File: src/rtl/fetch_queue_if.sv
`timescale 1ns/1ps
// fetch_queue_if
//
// Bundles the instruction-bus handshake, the decode-side pop handshake and
// the redirect inputs of the instruction prefetch queue.
//
// Signals:
//   ireq           ibus request: valid + 64-bit addr (driven by fetch_queue)
//   iresp          ibus response: data_ok + 32-bit data (driven by the bus)
//   out_valid      head entry available to decode (driven by fetch_queue)
//   out_ready      decode accepts the head this cycle (driven by decode)
//   out_pc         PC of the head entry
//   out_instr      instruction word of the head entry
//   redirect_valid discard all fetched/in-flight work and restart
//   redirect_pc    restart address, low two bits ignored
//
// Modports:
//   master  the fetch_queue view
//   slave   the environment view (ibus, decode, branch unit)
interface fetch_queue_if;

  typedef struct packed {
    logic        valid;
    logic [63:0] addr;
  } ibus_req_t;

  typedef struct packed {
    logic        data_ok;
    logic [31:0] data;
  } ibus_resp_t;

  ibus_req_t   ireq;
  ibus_resp_t  iresp;

  logic        out_valid;
  logic        out_ready;
  logic [63:0] out_pc;
  logic [31:0] out_instr;

  logic        redirect_valid;
  logic [63:0] redirect_pc;

  modport master (
    output ireq,
    input  iresp,
    output out_valid,
    input  out_ready,
    output out_pc,
    output out_instr,
    input  redirect_valid,
    input  redirect_pc
  );

  modport slave (
    input  ireq,
    output iresp,
    input  out_valid,
    output out_ready,
    input  out_pc,
    input  out_instr,
    output redirect_valid,
    output redirect_pc
  );

endinterface

File: src/rtl/fetch_queue.sv
`timescale 1ns/1ps
// fetch_queue
//
// Instruction-fetch front end for the five-stage RV64 core. Keeps a
// DEPTH-entry circular prefetch queue of {pc, instr} pairs filled from a
// blocking instruction bus with at most one request outstanding, and
// supports redirects that may land while a request is still on the bus.
//
// Parameters:
//   DEPTH     queue entries, power of two, at least 2
//   RESET_PC  first fetch address after reset
//
// Ports:
//   clk      clock, all state updates on the rising edge
//   reset    asynchronous reset, active low (asserted at 0)
//   bus      fetch_queue_if.master: ibus request/response, decode pop
//            handshake and redirect inputs
//   count_o  current queue occupancy
//
// Optional feature (compile-time macro FETCHQ_BYPASS_EN):
//   When defined, a response arriving while the queue is empty, the FSM is
//   in RUN and no redirect is present is shown combinationally on the
//   decode outputs in the same cycle. If decode takes it, it is never
//   written into the queue. When undefined, every response is written
//   first and reaches decode one cycle later at the earliest.
module fetch_queue #(
  parameter int          DEPTH    = 4,
  parameter logic [63:0] RESET_PC = 64'h8000_0000
) (
  input  logic                     clk,
  input  logic                     reset,
  fetch_queue_if.master            bus,
  output logic [$clog2(DEPTH):0]   count_o
);

  localparam int PtrW = $clog2(DEPTH);
  localparam int CntW = PtrW + 1;
  localparam logic [CntW-1:0] FullCount = CntW'(DEPTH);

  // RUN fetches normally; KILL waits out a request made stale by a redirect.
  typedef enum logic {
    RUN  = 1'b0,
    KILL = 1'b1
  } state_e;

  state_e          state_q, state_d;
  logic            busy_q, busy_d;
  logic [63:0]     reqAddr_q, reqAddr_d;
  logic [63:0]     fetchPc_q, fetchPc_d;
  logic [PtrW-1:0] head_q, head_d;
  logic [PtrW-1:0] tail_q, tail_d;
  logic [CntW-1:0] count_q, count_d;

  logic [63:0]     pcMem    [DEPTH];
  logic [31:0]     instrMem [DEPTH];

  logic            respAccept;
  logic            bypassHit;
  logic            bypassTake;
  logic            pushEntry;
  logic            popEntry;
  logic            launchReq;
  logic [63:0]     redirectTarget;
  logic            unusedRedirectLsbs;

  // Redirect targets are word aligned; the two low bits never reach fetchPc.
  assign redirectTarget     = {bus.redirect_pc[63:2], 2'b00};
  assign unusedRedirectLsbs = ^bus.redirect_pc[1:0];

  // A response only counts while our own request is on the bus.
  assign respAccept = busy_q & bus.iresp.data_ok;

  // The request register is the bus request: valid and addr stay frozen
  // until data_ok because nothing below changes them while busy_q is set.
  assign bus.ireq = {busy_q, reqAddr_q};

  assign count_o = count_q;

`ifdef FETCHQ_BYPASS_EN
  // Empty queue and a live response: hand it straight to decode.
  assign bypassHit = respAccept && (state_q == RUN) && !bus.redirect_valid &&
                     (count_q == '0);
`else
  assign bypassHit = 1'b0;
`endif

  assign bypassTake = bypassHit & bus.out_ready;

  // Decode outputs: the bypassed response takes priority over the (empty)
  // head slot; a redirect always hides the head so nothing stale is popped.
  always_comb begin
    bus.out_valid = 1'b0;
    bus.out_pc    = pcMem[head_q];
    bus.out_instr = instrMem[head_q];
    if (bypassHit) begin
      bus.out_valid = 1'b1;
      bus.out_pc    = reqAddr_q;
      bus.out_instr = bus.iresp.data;
    end else if ((count_q != '0) && !bus.redirect_valid) begin
      bus.out_valid = 1'b1;
    end
  end

  // A bypassed response is not a queue pop; the head only moves for entries
  // that were actually stored.
  assign popEntry  = bus.out_valid & bus.out_ready & ~bypassHit;

  // Responses in KILL or in a redirect cycle are stale and dropped.
  assign pushEntry = respAccept & (state_q == RUN) & ~bus.redirect_valid &
                     ~bypassTake;

  // One request outstanding and launch only with a free slot, so every
  // response is guaranteed a place in the queue.
  assign launchReq = (state_q == RUN) & ~busy_q & (count_q < FullCount);

  // Next-state logic. Redirect overrides everything: the queue is emptied,
  // fetchPc moves to the target, and the FSM either waits out a busy
  // request in KILL or launches the target immediately when the bus is
  // free (or becomes free this very cycle).
  always_comb begin
    state_d   = state_q;
    busy_d    = busy_q;
    reqAddr_d = reqAddr_q;
    fetchPc_d = fetchPc_q;
    head_d    = head_q;
    tail_d    = tail_q;
    count_d   = count_q;

    if (bus.redirect_valid) begin
      head_d    = '0;
      tail_d    = '0;
      count_d   = '0;
      fetchPc_d = redirectTarget;
      if (busy_q && !bus.iresp.data_ok) begin
        state_d = KILL;
      end else begin
        state_d   = RUN;
        busy_d    = 1'b1;
        reqAddr_d = redirectTarget;
      end
    end else begin
      case (state_q)
        RUN: begin
          if (respAccept) begin
            busy_d    = 1'b0;
            fetchPc_d = fetchPc_q + 64'd4;
          end else if (launchReq) begin
            busy_d    = 1'b1;
            reqAddr_d = fetchPc_q;
          end

          if (pushEntry) begin
            tail_d = tail_q + 1'b1;
          end
          if (popEntry) begin
            head_d = head_q + 1'b1;
          end

          if (pushEntry && !popEntry) begin
            count_d = count_q + 1'b1;
          end else if (!pushEntry && popEntry) begin
            count_d = count_q - 1'b1;
          end
        end

        KILL: begin
          if (respAccept) begin
            state_d = RUN;
            busy_d  = 1'b0;
          end
        end

        default: begin
          state_d = RUN;
        end
      endcase
    end
  end

  // Control state. Reset abandons any in-flight request at once: busy_q
  // drops asynchronously so ireq.valid falls without waiting for a clock.
  always_ff @(posedge clk or negedge reset) begin
    if (!reset) begin
      state_q   <= RUN;
      busy_q    <= 1'b0;
      reqAddr_q <= RESET_PC;
      fetchPc_q <= RESET_PC;
      head_q    <= '0;
      tail_q    <= '0;
      count_q   <= '0;
    end else begin
      state_q   <= state_d;
      busy_q    <= busy_d;
      reqAddr_q <= reqAddr_d;
      fetchPc_q <= fetchPc_d;
      head_q    <= head_d;
      tail_q    <= tail_d;
      count_q   <= count_d;
    end
  end

  // Queue storage needs no reset: count_q alone says which slots are live.
  always_ff @(posedge clk) begin
    if (pushEntry) begin
      pcMem[tail_q]    <= reqAddr_q;
      instrMem[tail_q] <= bus.iresp.data;
    end
  end

endmodule

File: src/flat_wrapper.sv
// flat-port wrapper written by rule: the top's interface ports become plain ports
module fetch_queue_flat 
#(
  parameter int          DEPTH    = 4,
  parameter logic [63:0] RESET_PC = 64'h8000_0000
)
  (clk, reset, count_o, bus_ireq, bus_iresp, bus_out_valid, bus_out_ready, bus_out_pc, bus_out_instr, bus_redirect_valid, bus_redirect_pc);
  fetch_queue_if bus_i ();
  input  logic clk;
  input  logic reset;
  output logic [$clog2(DEPTH):0] count_o;
  output wire logic [$bits(bus_i.ireq)-1:0] bus_ireq;
  input wire logic [$bits(bus_i.iresp)-1:0] bus_iresp;
  output wire logic [$bits(bus_i.out_valid)-1:0] bus_out_valid;
  input wire logic [$bits(bus_i.out_ready)-1:0] bus_out_ready;
  output wire logic [$bits(bus_i.out_pc)-1:0] bus_out_pc;
  output wire logic [$bits(bus_i.out_instr)-1:0] bus_out_instr;
  input wire logic [$bits(bus_i.redirect_valid)-1:0] bus_redirect_valid;
  input wire logic [$bits(bus_i.redirect_pc)-1:0] bus_redirect_pc;
  assign bus_ireq = bus_i.ireq;
  assign bus_i.iresp = bus_iresp;
  assign bus_out_valid = bus_i.out_valid;
  assign bus_i.out_ready = bus_out_ready;
  assign bus_out_pc = bus_i.out_pc;
  assign bus_out_instr = bus_i.out_instr;
  assign bus_i.redirect_valid = bus_redirect_valid;
  assign bus_i.redirect_pc = bus_redirect_pc;
  fetch_queue #(.DEPTH(DEPTH), .RESET_PC(RESET_PC)) u_core (.clk(clk), .reset(reset), .bus(bus_i), .count_o(count_o));
endmodule
File: config.mk
export PLATFORM = sky130hd
export DESIGN_NAME = fetch_queue_flat
export DESIGN_NICKNAME = d
export VERILOG_FILES = /design/src/rtl/fetch_queue_if.sv /design/src/rtl/fetch_queue.sv /design/src/flat_wrapper.sv
export SDC_FILE = /design/constraint.sdc
export NUM_CORES = 1
export LEC_CHECK = 0
export ABC_AREA = 1
export CAP_MARGIN = 10
export CORE_MARGIN = 10
export CORE_UTILIZATION = 60
export DETAILED_ROUTE_END_ITERATION = 10
export PLACE_DENSITY_LB_ADDON = 0.08
export REMOVE_ABC_BUFFERS = 1
export SYNTH_ARGS = -nofsm -noshare
export SYNTH_HDL_FRONTEND = slang
export SYNTH_SLANG_ARGS = --single-unit
File: constraint.sdc
create_clock -name clk -period 14.7 [get_ports clk]
set_input_delay 2.94 -clock clk [delete_from_list [all_inputs] [get_ports clk]]
set_output_delay 2.94 -clock clk [all_outputs]
set_load 0.005 [all_outputs]
# --- After elaboration in Yosys (flattened, before gate mapping) ---
# Memory sizes are Yosys's and may differ from the RTL's.
# Index checks and enable logic that the tools add are counted.
classes:
  add_sub_neg: 5
  magnitude_cmp: 1
  eq_ne: 5
  mux: 31
  bitwise_logic: 9
  reduce_logical: 20
ops:
  columns: ["op", "n"]
  rows:
  - ["64-bit two-way mux", 8]
  - ["64-bit by 3-bit adder with 64-bit output (second input constant)", 1]
  - ["1-bit two-way mux", 12]
  - ["2-bit two-way mux", 6]
  - ["3-bit two-way mux", 4]
  - ["2-bit AND reduction", 4]
  - ["2-bit nonzero test", 4]
  - ["1-bit bitwise AND", 6]
  - ["2-bit inequality test (second input constant)", 3]
  - ["3-bit nonzero test", 2]
  - ["2-bit by 1-bit adder with 2-bit output (second input constant)", 2]
  - ["1-bit logical AND", 4]
  - ["1-bit logical NOT", 4]
  - ["4-bit by 2-bit inequality test with 1-bit output (second input constant)", 1]
  - ["4-bit AND reduction", 1]
  - ["3-bit by 1-bit adder with 3-bit output (second input constant)", 1]
  - ["3-bit < comparator (second input constant)", 1]
  - ["3-bit inequality test (second input constant)", 1]
  - ["1-bit NOT", 3]
  - ["3-bit AND reduction", 1]
  - ["3-bit by 1-bit subtractor with 3-bit output (second input constant)", 1]
  - ["1-bit case mux with 2 select lines", 1]
totals:
  reg_bits: 137
  ram_bits: 384
  in_bits: 101
  output_inout_bits: 165
  memories: 2
mem_list:
  columns: ["name", "depth", "word_bits", "rd", "rd_ports_with_merged_regs", "wr", "line", "text"]
  rows:
  - ["u_core.pcMem", 4, 64, 1, 0, 1, "fetch_queue.sv:54", "logic [63:0] pcMem [DEPTH];"]
  - ["u_core.instrMem", 4, 32, 1, 0, 1, "fetch_queue.sv:55", "logic [31:0] instrMem [DEPTH];"]

# --- Longest topological paths before layout ---
logic_depth:
  ltp_word: 9
  ltp_mapped: 14

# --- Worst setup path after synthesis ---
# No wires, ideal clock.
synth_timing:
  path_type: "input to register"
  start: "input bus_redirect_valid"
  end: "memory u_core.instrMem[0][0] (enable)"
  setup_time_ps: 549
  t_arrival_ps: 7634
  slack_ps: 6516
  stages: 6
  path_buffers: 3
  path_cell_list: "buf_6 -> buf_2 -> buf_2 -> nor2_1 -> inv_1 -> nor2_1"
synth_via:
  elab_chain_len: 4
synth_lines:
  columns: ["item", "line", "text"]
  rows:
  - ["from (decl)", "flat_wrapper.sv:18", "input wire logic [$bits(bus_i.redirect_valid)-1:0] bus_redirect_valid;"]
  - ["1-bit NOT", "fetch_queue.sv:109", "assign pushEntry = respAccept & (state_q == RUN) & ~bus.redirect_valid &"]
  - ["1-bit bitwise AND", "fetch_queue.sv:109", null]
  - ["1-bit two-way mux", "fetch_queue.sv:204", "if (pushEntry) begin"]
  - ["1-bit two-way mux (not written as such)", "fetch_queue.sv:206", "instrMem[tail_q] <= bus.iresp.data;"]
  - ["to (decl)", "fetch_queue.sv:55", null]
# No other way between the ends.

# --- Final worst setup path ---
layout_timing:
  start: "register u_core.head_q[0]"
  end: "output bus_out_pc[60]"
layout_via:
  elab_chain_len: 1
layout_lines:
  columns: ["item", "line", "text"]
  rows:
  - ["from (decl)", "fetch_queue.sv:50", "logic [PtrW-1:0] head_q, head_d;"]
  - ["from (signal assigned)", "fetch_queue.sv:188", "head_q <= '0;"]
  - ["from (signal assigned)", "fetch_queue.sv:196", "head_q <= head_d;"]
  - ["memory read 4 x 64 bit", null, null]
  - ["to (decl)", "flat_wrapper.sv:16", "output wire logic [$bits(bus_i.out_pc)-1:0] bus_out_pc;"]
# No other way between the ends.

==> run metrics <==
proportion of layout cells with a drive suffix above 1=6.74%; Async SR Flop Fraction=26.1%; slowest stage delay, CP=0.90 ns; top post-synthesis cells by area=edfxtp_1 (52%), dfrtp_1 (15%), o21ai_0 (7.0%), nor2_1 (5.5%), nand2_1 (5.4%); Comb power frac=~30%; ys flop type=edfxtp_1; sequential area share after synthesis=67.8%; Global Route Usage Sum=between 20 and 30%; setup tns final=0 ns; IO Pins=266; most common cell after layout, fill and taps aside=edfxtp_1; initial core utilization=61.1%; synthesized instance count=2015; post-CTS setup buffers=0; First-pass DRT Iterations=6; Area Overhead vs Synth=20.6%; status=finished clean; buffer and inverter count on the worst path=3; crit-path max FO=around 100; crit share post-route=48.2%; Final Hold Viols=0; core area=0.0357 sq mm; Fmax=0.141 GHz; Die ar.=0.0443 sq mm; fin. max-slew vios=0; initial drt markers=1319; worst path cell trace=inv_6 -> buf_4 -> o21ai_0 -> o22ai_1 -> clkdlybuf4s50_1; Static Leak=0.00954 uW; CTS clk-pin slew, worst paths=approximately 0.070 ns; top cell type's share of synthesized area=52.4%; Max-slew headroom=25.4%; CTS tree=built; Final setup viols=0; row count=69; DRC Markers=0; P per Cell Area=169 mW/mm^2; Worst Skew=0.0147 ns; WS Path Type=register to output pin; syn_area_per_cell=10.8 sq um; CTS max path bufs=3; Final Util=73.7%; CP delay by family, top=buffers and inverters; H-tree depth=2; max cap viols=0; # fillers=2458; Clk Latency, worst-skew pair=0.60 ns; Num Clock Sinks=around 510; GPL Wtd Cong=between 0.9 and 1; Sw Ratio=31.3%; CP max-delay cell=buf_4; Via Count=15900; FF-to-FF setup slack=12.06 ns; hold_buf cts=0; number of enable flip-flop cells after synthesis=380; fin crit period=7.08 ns; Num CTS Buffers=50; largest net degree at the start of global routing=114; Worst setup EP type=output pin; hold crit path type=register to register; area leader, netlist=edfxtp_1; antenna violations before repair=3; Reg power frac=~43%; most frequent cells in the layout=edfxtp_1 (380), nor2_1 (315), nand2_1 (312), o21ai_0 (304), clkdlybuf4s50_1 (261); grt total ovfl=0; Pint=3040 uW; vias in the first global route=15600; number of port buffers=between 200 and 300; worst slew pin tran=1.12 ns; RSZ-0062 raised after global routing=false; post-synth cell types=43; Final #Nets=about 2300; Critical Path RT=11.76 ns; YS warnings=0; DR WL/cell=20.6 microns; CP Launch Type=register; worst vdd ir=0.123 mV; #FFs+latches synth=~500; drt total wl=56600 microns; Clock power frac=27.4%; Die Y=211 microns; first-pass GRT wire length=~88000 microns; Worst Path Arrival=4.14 ns; switching pwr=1390 uW; mapped cell area=0.0218 sq mm; clock root buffer=clkbuf_16; CTS resizes=0; DRT antenna net count=0; die width=211 microns; vias per std cell=5.79; hpwl dp=35500 microns
## stage by stage
step                area, sq um  total power (uW)  cells  setup WS (ns)  hold slack (ns)
global placement          24700              3210   2651           7.93            0.492
finish                    26300              4430   2747           7.62            0.527
CTS                       26300              4470   2745           7.57            0.530
floorplan                 21300              2460   1910           5.12            0.470
detailed placement        24700              3250   2651           7.95            0.511
global route              26300              4660   2746           7.36            0.549
## cell usage after synthesis (all sizes together) (12+ instances only)
| cell type | count |
|---|---|
| edfxtp | 380 |
| clkbuf | 68 |
| buf | 37 |
| o211ai | 20 |
| inv | 115 |
| nand4 | 15 |
| nor3 | 12 |
| o22ai | 98 |
| dfrtp | 132 |
| o21ai | 319 |
| a21oi | 43 |
| nand2 | 326 |
| nand3 | 76 |
| nor2 | 342 |
## registers in the layout, indices dropped and copies added, names as in the netlist
signal,count
u_core.reqAddr_q,63
u_core.fetchPc_q,62
u_core.count_o,3
u_core.instrMem,128
u_core.tail_q,2
u_core.busy_q,1
u_core.state_q,1
u_core.pcMem,252
u_core.head_q,2
## layout make-up
| class | count | area (sq um) | share of cell area (%) |
|---|---|---|---|
| inverter | 117 | 450 | 1.71 |
| tap | 461 | 577 | 2.20 |
| sequential | 514 | 14800 | 56.2 |
| antenna | 2 | 5.00 | 0.0191 |
| clock buffer | 72 | 1410 | 5.35 |
| clock inverter | 22 | 153 | 0.581 |
| timing repair buffer | 280 | 2760 | 10.5 |
| multi-input combinational | 1279 | 6150 | 23.4 |
## layer usage
metal / GRT usage (%) / vias up / routed length, microns
li1: - / 7518 / -
met1: 33.5 / 7758 / 23600
met3: 5.10 / 72 / 4140
met4: 6.27 / 4 / 1000
met2: 42.3 / 551 / 27800
met5: 0 / - / 27
## worst paths after layout
kind                                           start              endpoint  cells after the start
worst max-delay path                u_core.head_q[0]        bus_out_pc[60]                      5
worst min-delay path            u_core.reqAddr_q[36]   u_core.pcMem[1][36]                      0
worst max register to register         u_core.busy_q   u_core.pcMem[0][31]                      7
worst min register to register  u_core.reqAddr_q[36]   u_core.pcMem[1][36]                      0
max in group asynchronous                      reset      u_core.head_q[0]                      2
min in group asynchronous                      reset  u_core.reqAddr_q[55]                      1
## logic make-up after synthesis
group	count (synthesis)	share of synthesized area, %
xor+xnor	2	0.0805
fa+ha+maj	6	0.379
mux	9	0.414
compound gates	489	12.1
simple gates	773	15.1
flops	514	67.8
buf+inv	222	4.11
## power by group through the flow
| stage | Sequential, uW | Clock [uW] | Combinational [uW] |
|---|---|---|---|
| final | 1900 | 1210 | 1320 |
| after global routing | 1920 | 1290 | 1450 |
| after CTS | 1890 | 1230 | 1340 |
| after detailed placement | 1920 | 0 | 1330 |
| after global placement | 1910 | 0 | 1300 |
| after floorplan | 1910 | 0 | 544 |
No activity file was read; power rests on OpenSTA's default activity.
